[src/rtl/addsub_seq_if.sv]
// Operand/result bus for addsub_seq.
// Both channels use valid/ready: a transfer happens on a rising clk edge where
// valid and ready are both high; the producer holds its payload stable while
// valid is high and ready is low, and ready never depends combinationally on
// valid.
interface addsub_seq_if #(
  parameter int WIDTH = 16
);
  logic             in_valid;
  logic             in_ready;
  logic [WIDTH-1:0] a;
  logic [WIDTH-1:0] b;
  logic             m;
  logic             out_valid;
  logic             out_ready;
  logic [WIDTH-1:0] s;
  logic             c;
  logic             v;
  logic             z;
  logic             n;

  // Operand source and result consumer side.
  modport master (
    output in_valid, a, b, m, out_ready,
    input  in_ready, out_valid, s, c, v, z, n
  );

  // Adder/subtractor side.
  modport slave (
    input  in_valid, a, b, m, out_ready,
    output in_ready, out_valid, s, c, v, z, n
  );
endinterface

[src/rtl/addsub_seq.sv]
// addsub_seq: multi-cycle two's-complement adder/subtractor.
// Carry ripples CHUNK bits per clock through NCHUNK RUN cycles, then the
// result and c/v/z/n flags are held in DONE until the consumer takes them.
// Optional feature: define ADDSUB_SAT_EN to saturate s on signed overflow.
module addsub_seq #(
  parameter int WIDTH = 16,
  parameter int CHUNK = 4
) (
  input  logic       clk,
  input  logic       rst_n,
  addsub_seq_if.slave bus,
  output logic [1:0] dbg_state
);

  localparam int NCHUNK = WIDTH / CHUNK;
  localparam int IDXW   = (NCHUNK > 1) ? $clog2(NCHUNK) : 1;
  localparam logic [IDXW-1:0]  LAST_IDX = IDXW'(NCHUNK - 1);
  localparam logic [WIDTH-1:0] CMASK    = {WIDTH{1'b1}} >> (WIDTH - CHUNK);

  typedef enum logic [1:0] {
    IDLE = 2'd0,
    RUN  = 2'd1,
    DONE = 2'd2
  } state_e;

  state_e            state_q, state_d;
  logic [IDXW-1:0]   idx_q, idx_d;
  logic [WIDTH-1:0]  a_q, a_d;
  logic [WIDTH-1:0]  b_q, b_d;
  logic              carry_q, carry_d;
  logic [WIDTH-1:0]  s_q, s_d;
  logic              c_q, c_d;
  logic              v_q, v_d;
  logic              z_q, z_d;
  logic              n_q, n_d;
`ifdef ADDSUB_SAT_EN
  logic              a_neg_q, a_neg_d;
`endif

  // Per-chunk datapath signals.
  logic [31:0]       base;
  logic [CHUNK-1:0]  a_ch;
  logic [CHUNK-1:0]  b_ch;
  logic [CHUNK:0]    csum;
  logic [WIDTH-1:0]  s_wrap;
  logic [WIDTH-1:0]  s_fin;
  logic              cin_msb;
  logic              v_fin;

  // Handshake outputs are pure state decodes; results come straight from flops.
  assign bus.in_ready  = (state_q == IDLE);
  assign bus.out_valid = (state_q == DONE);
  assign bus.s         = s_q;
  assign bus.c         = c_q;
  assign bus.v         = v_q;
  assign bus.z         = z_q;
  assign bus.n         = n_q;
  assign dbg_state     = state_q;

  // Chunk adder, result merge, flag derivation and FSM next state.
  always_comb begin
    state_d = state_q;
    idx_d   = idx_q;
    a_d     = a_q;
    b_d     = b_q;
    carry_d = carry_q;
    s_d     = s_q;
    c_d     = c_q;
    v_d     = v_q;
    z_d     = z_q;
    n_d     = n_q;
`ifdef ADDSUB_SAT_EN
    a_neg_d = a_neg_q;
`endif

    base   = 32'(idx_q) * CHUNK;
    a_ch   = CHUNK'(a_q >> base);
    b_ch   = CHUNK'(b_q >> base);
    csum   = {1'b0, a_ch} + {1'b0, b_ch} + {{CHUNK{1'b0}}, carry_q};
    s_wrap = (s_q & ~(CMASK << base)) | (WIDTH'(csum[CHUNK-1:0]) << base);
    // Sum bit = a ^ b ^ cin, so the carry into the MSB falls out of the XOR.
    cin_msb = a_q[WIDTH-1] ^ b_q[WIDTH-1] ^ s_wrap[WIDTH-1];
    v_fin   = cin_msb ^ csum[CHUNK];
    s_fin   = s_wrap;
`ifdef ADDSUB_SAT_EN
    if (v_fin) begin
      s_fin = a_neg_q ? {1'b1, {(WIDTH-1){1'b0}}} : {1'b0, {(WIDTH-1){1'b1}}};
    end
`endif

    case (state_q)
      IDLE: begin
        if (bus.in_valid) begin
          a_d     = bus.a;
          b_d     = bus.b ^ {WIDTH{bus.m}};
          carry_d = bus.m;
          idx_d   = '0;
`ifdef ADDSUB_SAT_EN
          a_neg_d = bus.a[WIDTH-1];
`endif
          state_d = RUN;
        end
      end
      RUN: begin
        carry_d = csum[CHUNK];
        if (idx_q == LAST_IDX) begin
          s_d     = s_fin;
          c_d     = csum[CHUNK];
          v_d     = v_fin;
          z_d     = (s_fin == '0);
          n_d     = s_fin[WIDTH-1];
          idx_d   = '0;
          state_d = DONE;
        end else begin
          s_d   = s_wrap;
          idx_d = idx_q + IDXW'(1);
        end
      end
      DONE: begin
        if (bus.out_ready) begin
          state_d = IDLE;
        end
      end
      default: state_d = IDLE;
    endcase
  end

  // State, operand and result registers; reset abandons any operation.
  always_ff @(posedge clk or negedge rst_n) begin
    if (!rst_n) begin
      state_q <= IDLE;
      idx_q   <= '0;
      a_q     <= '0;
      b_q     <= '0;
      carry_q <= 1'b0;
      s_q     <= '0;
      c_q     <= 1'b0;
      v_q     <= 1'b0;
      z_q     <= 1'b0;
      n_q     <= 1'b0;
`ifdef ADDSUB_SAT_EN
      a_neg_q <= 1'b0;
`endif
    end else begin
      state_q <= state_d;
      idx_q   <= idx_d;
      a_q     <= a_d;
      b_q     <= b_d;
      carry_q <= carry_d;
      s_q     <= s_d;
      c_q     <= c_d;
      v_q     <= v_d;
      z_q     <= z_d;
      n_q     <= n_d;
`ifdef ADDSUB_SAT_EN
      a_neg_q <= a_neg_d;
`endif
    end
  end

endmodule
[src/flat_wrapper.sv]
// flat-port wrapper written by rule: the top's interface ports become plain ports
module addsub_seq_flat 
#(
  parameter int WIDTH = 16,
  parameter int CHUNK = 4
)
  (clk, rst_n, dbg_state, bus_in_valid, bus_a, bus_b, bus_m, bus_out_ready, bus_in_ready, bus_out_valid, bus_s, bus_c, bus_v, bus_z, bus_n);
  addsub_seq_if #(.WIDTH(WIDTH)) bus_i ();
  input  logic clk;
  input  logic rst_n;
  output logic [1:0] dbg_state;
  input wire logic [$bits(bus_i.in_valid)-1:0] bus_in_valid;
  input wire logic [$bits(bus_i.a)-1:0] bus_a;
  input wire logic [$bits(bus_i.b)-1:0] bus_b;
  input wire logic [$bits(bus_i.m)-1:0] bus_m;
  input wire logic [$bits(bus_i.out_ready)-1:0] bus_out_ready;
  output wire logic [$bits(bus_i.in_ready)-1:0] bus_in_ready;
  output wire logic [$bits(bus_i.out_valid)-1:0] bus_out_valid;
  output wire logic [$bits(bus_i.s)-1:0] bus_s;
  output wire logic [$bits(bus_i.c)-1:0] bus_c;
  output wire logic [$bits(bus_i.v)-1:0] bus_v;
  output wire logic [$bits(bus_i.z)-1:0] bus_z;
  output wire logic [$bits(bus_i.n)-1:0] bus_n;
  assign bus_i.in_valid = bus_in_valid;
  assign bus_i.a = bus_a;
  assign bus_i.b = bus_b;
  assign bus_i.m = bus_m;
  assign bus_i.out_ready = bus_out_ready;
  assign bus_in_ready = bus_i.in_ready;
  assign bus_out_valid = bus_i.out_valid;
  assign bus_s = bus_i.s;
  assign bus_c = bus_i.c;
  assign bus_v = bus_i.v;
  assign bus_z = bus_i.z;
  assign bus_n = bus_i.n;
  addsub_seq #(.WIDTH(WIDTH), .CHUNK(CHUNK)) u_core (.clk(clk), .rst_n(rst_n), .bus(bus_i), .dbg_state(dbg_state));
endmodule
[config.mk]
export PLATFORM = sky130hd
export DESIGN_NAME = addsub_seq_flat
export DESIGN_NICKNAME = d
export VERILOG_FILES = /design/src/rtl/addsub_seq_if.sv /design/src/rtl/addsub_seq.sv /design/src/flat_wrapper.sv
export SDC_FILE = /design/constraint.sdc
export NUM_CORES = 1
export LEC_CHECK = 0
export ABC_AREA = 0
export BUFFER_PORTS_ARGS = -buffer_cell sky130_fd_sc_hd__buf_2
export CORE_ASPECT_RATIO = 2
export CORE_MARGIN = 1.5
export CORE_UTILIZATION = 56
export CTS_BUF_LIST = sky130_fd_sc_hd__clkbuf_4 sky130_fd_sc_hd__clkbuf_8
export CTS_CLUSTER_SIZE = 24
export DETAILED_ROUTE_END_ITERATION = 10
export GPL_ROUTABILITY_DRIVEN = 0
export MAX_ROUTING_LAYER = met4
export PLACE_DENSITY = 0.85
export RECOVER_POWER = 50
export SLEW_MARGIN = 10
export SYNTH_ARGS = -nofsm -noshare
export SYNTH_HDL_FRONTEND = slang
export SYNTH_SLANG_ARGS = --single-unit
[constraint.sdc]
create_clock -name clk -period 4.1 [get_ports clk]
set_clock_uncertainty 0.1 [all_clocks]
set_input_delay 0.82 -clock clk [delete_from_list [all_inputs] [get_ports clk]]
set_output_delay 0.82 -clock clk [all_outputs]
set_load 0.05 [all_outputs]
Yosys cells after proc, flatten, opt, wreduce, memory -nomap -nowiden. Cells that the tools add are included.

Output and inout port bits: 24. Bits in registers: 57. Logic and storage cells: 46. Input port bits: 37.

Bitwise operators: 7. Reductions and logical operators: 7. Multiplexer cells: 9. Add/subtract/negate cells: 3. Shifts and indexed selects: 4. Eq/ne operators: 6.

Operators with widths (number): $shr A16 B4 Y4 (2); $and A16 B16 Y16 (1); $logic_not A16 Y1 (1); $not A16 Y16 (1); $or A16 B16 Y16 (1); $shl A4 B4 Y16 (1); $shl A4 B4 Y16 const A (1); $xor A16 B16 Y16 (1); $mux W2 (5); $pmux W2 S3 (1); $reduce_and A2 Y1 (3); $add A4 B4 Y5 (1); $add A5 B1 Y5 (1); $eq A2 B2 Y1 const B (2); $ne A2 B2 Y1 const B (2); $pmux W2 S2 (1); $reduce_and A3 Y1 (1); $xor A1 B1 Y1 (3); $add A2 B1 Y2 const B (1); $eq A2 B1 Y1 const B (1); $logic_not A2 Y1 (1); $ne A2 B1 Y1 const B (1); $pmux W1 S2 (1); $reduce_bool A2 Y1 (1); $mux W1 (1).

Longest topological paths before layout.
Word-level depth: 7. Mapped depth: 11. Depth with buffers taken out: 9.

Worst setup path after synthesis. OpenSTA, ideal clock, no wires.

Path kind: flip-flop to flip-flop. From: register u_core.idx_q[0]. To: register u_core.z_q (netlist: u_core.bus.z). Period minus slack after synthesis: 2.911 ns. Required time: 3.896 ns. Setup time: 0.104 ns. Data arrival time: 2.707 ns. Path slack: 1.189 ns. Path buffers: 1. Stages on the path, launching flop included: 9. Cells stage by stage: dfrtp_1 -> buf_2 -> mux4_2 -> fa_1 -> inv_1 -> fa_1 -> a21oi_1 -> a2111o_1 -> o41ai_2.

Longest elaborated chain between the ends: 6. Elaborated cells between the ends (all ways): 12. Those cells by class: add/sub (2); eq/ne (1); shift (4); bitwise (3); reduce/logical (2).

Ends and longest elaborated chain: start: declaration (line addsub_seq.sv:27) `logic [IDXW-1:0] idx_q, idx_d;`; start signal: assignment (line addsub_seq.sv:146) `idx_q <= idx_d;`; $shr A16 B4 Y4 (on tied branches) (line addsub_seq.sv:77, addsub_seq.sv:78); $add A4 B4 Y5 (line addsub_seq.sv:79) `csum = {1'b0, a_ch} + {1'b0, b_ch} + {{CHUNK{1'b0}}, carry_q};`; $add A5 B1 Y5 (line addsub_seq.sv:79); $shl A4 B4 Y16 (line addsub_seq.sv:80) `s_wrap = (s_q & ~(CMASK << base)) | (WIDTH'(csum[CHUNK-1:0]) << base);`; $or A16 B16 Y16 (line addsub_seq.sv:80); $logic_not A16 Y1 (line addsub_seq.sv:110) `z_d = (s_fin == '0);`; end signal: assignment (line addsub_seq.sv:153) `z_q <= z_d;`; end: declaration (line addsub_seq.sv:34) `logic z_q, z_d;`.

Several ways; a longest one is shown, not always the timed one. A chain may end at the register's enable or synchronous reset.

Final worst setup path.
From: register u_core.state_q[1] (netlist: u_core.dbg_state[1]). To: register u_core.carry_q.

Longest elaborated chain between the ends: 3. Elaborated cells between the ends (all ways): 6. Those cells by class: eq/ne (2); mux (1); reduce/logical (3).

Ends and longest elaborated chain: start: declaration (line addsub_seq.sv:26) `state_e state_q, state_d;`; start signal: assignment (line addsub_seq.sv:145) `state_q <= state_d;`; $eq A2 B1 Y1 or $logic_not A2 Y1 (tied branches) (line addsub_seq.sv:91) `case (state_q)`; $reduce_bool A2 Y1 (no source line) or $ne A2 B2 Y1 (tied branches); $reduce_and A2 Y1 (no source line); end signal: assignment (line addsub_seq.sv:149) `carry_q <= carry_d;`; end: declaration (line addsub_seq.sv:30) `logic carry_q, carry_d;`.

Several ways; a longest one is shown, not always the timed one.

==> reports/metrics.cfg <==
[global_routing]
track_usage_pct = 26.6
grt_pass1_wl_mm = 9.73
gr-usage-met2_pct = 48.0
use_met1_pct = 24.3
grt_overflow = 0
first_global_vias = 2108
grt_max_degree = 53
use_met3_pct = 6.96
grt-busiest-layer = met2
antenna_found_initial = 0

[cts]
clock_latency_ps = 340
clk_path_buf_depth = 2
cts_tree = done
cts_setup_buffers = 0
cts_buffers = 9
postCtsHoldBufs = 0
ctsResizeCount = 0
cts-htree-levels = 3
clock-sinks = 57
root_buffer = clkbuf_8
clk_pin_slew_ps = 60

[drt]
vias = 2061
post-route-drc-count = 0
wl_mm = 6.13
post_drt_wl_per_cell_um = 16.7
vias_per_cell = 5.63
drtAntennaViolNets = 0
drtPass1Iterations = 4
drt_iter0_drc = 59

[synthesis]
syn-num-nets = 291
synth_simple_gate_area_share_pct = 8.52
ys.flop_type = dfrtp_1
ys_seq_area_share_pct = 50.9
ys_seq_elements = 57
synthMuxAreaShare_pct = 13.2
synth_area_um2 = 2800
syn-instance-count = 245
syn_avg_cell_area_um2 = 11.4
ys_warn_count = 0
async_reset_ff_share_pct = 100
synth_edf_count = 0
synth_top_family_by_area = multiplexers
synth_fa_ha_area_share_pct = 4.55
synth.distinct_cells = 36
synth_compound_area_share_pct = 12.6
post_synth_xor_area_fraction_pct = 6.56

[final_layout]
final_layout_size_suffix_gt1_share_pct = 33.3
syn2layout_area_growth_pct = 18.3
diodes = 0
fin_nets = 350

[setup_path]
worstSetupPathType = register to register
path_buf_inv = 0
cp_cell_sequence = nor2_1 > and2_0 > nor2_1 > a22oi_1 > o21ai_0
reg2reg_slack_ps = 860
cp-startpoint = u_core.dbg_state[1]$_DFFE_PN0P_
crit_path_max_incr_delay_ps = 1850
path_max_fanout = 52
critPathCaptureType = register
path_common_cell = nor2_1
timing.rr.start = u_core.dbg_state[1]$_DFFE_PN0P_
cp_slowest_cell = and2_0
crit_family = simple AND/OR/NAND/NOR gates
reg2regPathDepth = 5
critPathRequiredTime_ps = 4210
critPathArrivalTime_ps = 3350
r2r_end = u_core.carry_q$_DFFE_PN0P_
start_kind = register

[die]
pin_count = 61
coreArea_um2 = 4860
chipWidth_um = 53.0
dieArea_um2 = 5470
die_y_um = 103
rows = 36
start_util_pct = 57.6

[timing]
fmax_mhz = 309
max_slew_margin_pct = -69.2
tightest_slew_ps = 2540
hold_ws_ps = 370
finalSetupViolCount = 0
rsz0062_at_grt = false
layout_min_cycle_time_ps = 3240
drv_slew = 113
setup_ws_ps = 861
setup-tns-final_ps = 0
fin_crit_sh_pct = 79.0
hold_viol = 0

[status]
status = finished, violations left
violations = max-capacitance violations, max-slew violations

[job]
maxCapViolations = 3

[hold_path]
min_from = u_core.bus.s[13]$_DFFE_PN0P_
hp-class = register to register
holdPathEnd = u_core.bus.s[13]$_DFFE_PN0P_
whs_path_depth = 2

[place]
pre_cts_ws_ps = 1130
portBuffers = 60
hpwl_mm = 4.49

flip-flops by register name (all words and copies together), names as in the netlist:
register,cells
u_core.bus.n,1
u_core.b_q,16
u_core.bus.z,1
u_core.bus.s,16
u_core.bus.v,1
u_core.a_q,16
u_core.dbg_state,2
u_core.bus.c,1
u_core.carry_q,1
u_core.idx_q,2
cells in the final DEF, fill, tap and decap left out, types with 5 or more instances in the layout:
master,count
dfrtp_1,57
xnor2_1,21
clkbuf_8,13
o31ai_1,5
nand2_1,24
o21ai_0,11
mux2_2,16
inv_1,10
buf_2,59
a21oi_1,17
mux4_2,8
nor2_1,24
a32o_1,5
ha_1,7
synth_stat cells (2+ instances only):
cell       n  area [um^2]
mux4_2     8          180
o31ai_1    5         37.5
dfrtp_1   57         1430
clkbuf_1   5         18.8
inv_1     10         37.5
and2_1     2         12.5
nor2_1    24         90.1
mux2_2    16          180
nand2b_1   2         12.5
buf_2      8         40.0
nand2_1   24         90.1
a22oi_1    2         15.0
o21ai_0   11         55.1
a21oi_1   17         85.1
xnor2_1   21          184
a22o_1     2         17.5
a32o_1     5         50.1
fa_1       2         40.0
ha_1       7         87.6
worst max-delay path by stage:
stage / depth (start not counted) / endpoint / slack, ps
2_1_floorplan: 8 / u_core.bus.z$_DFFE_PN0P_ / 1190
3_5_place_dp: 7 / u_core.bus.z$_DFFE_PN0P_ / 1130
6_report: 5 / u_core.carry_q$_DFFE_PN0P_ / 860
5_1_grt: 5 / u_core.carry_q$_DFFE_PN0P_ / 530
4_1_cts: 7 / u_core.bus.z$_DFFE_PN0P_ / 1080
3_3_place_gp: 7 / u_core.bus.z$_DFFE_PN0P_ / 1220
cell families after synthesis:
kind of cell	Yosys count
AND/OR/NAND/NOR	57
flip-flops	57
AO/OA/AOI/OAI	52
multiplexers	25
buffers and inverters	24
XOR/XNOR	21
adder cells (fa/ha/maj)	9
per-layer routing:
metal  vias up  routed length, um
met5         -                  0
met4         0                245
met3        19                287
met2        75               3550
met1       993               2050
li1        974                  -
worst min-delay path: cells and delay by family, from the launching register on:
kind	cells	cell delay, ps
flops	1	340
compound gates	1	50
simple gates	1	50
layout make-up:
cell class | count | area, um^2
Multi-Input combinational cell | 164 | 1270
Clock inverter | 2 | 10.0
Tap cell | 57 | 71.3
Clock buffer | 14 | 186
Inverter | 10 | 37.5
Fill cell | 396 | 1550
Timing Repair Buffer | 62 | 310
Sequential cell | 57 | 1430
through the flow:
| stage | util [%] | std cells | instance area (um^2) |
|---|---|---|---|
| 3_3_place_gp | 64.2 | 350 | 3130 |
| 4_1_cts | 68.3 | 366 | 3320 |
| 2_1_floorplan | - | 245 | 2800 |
| 3_5_place_dp | 64.2 | 350 | 3130 |
| 5_1_grt | 68.2 | 366 | 3320 |
| 6_report | 68.2 | 366 | 3320 |
Power is not shown: default switching activity piles up to over one toggle a cycle in this logic, so the estimate is an artifact.
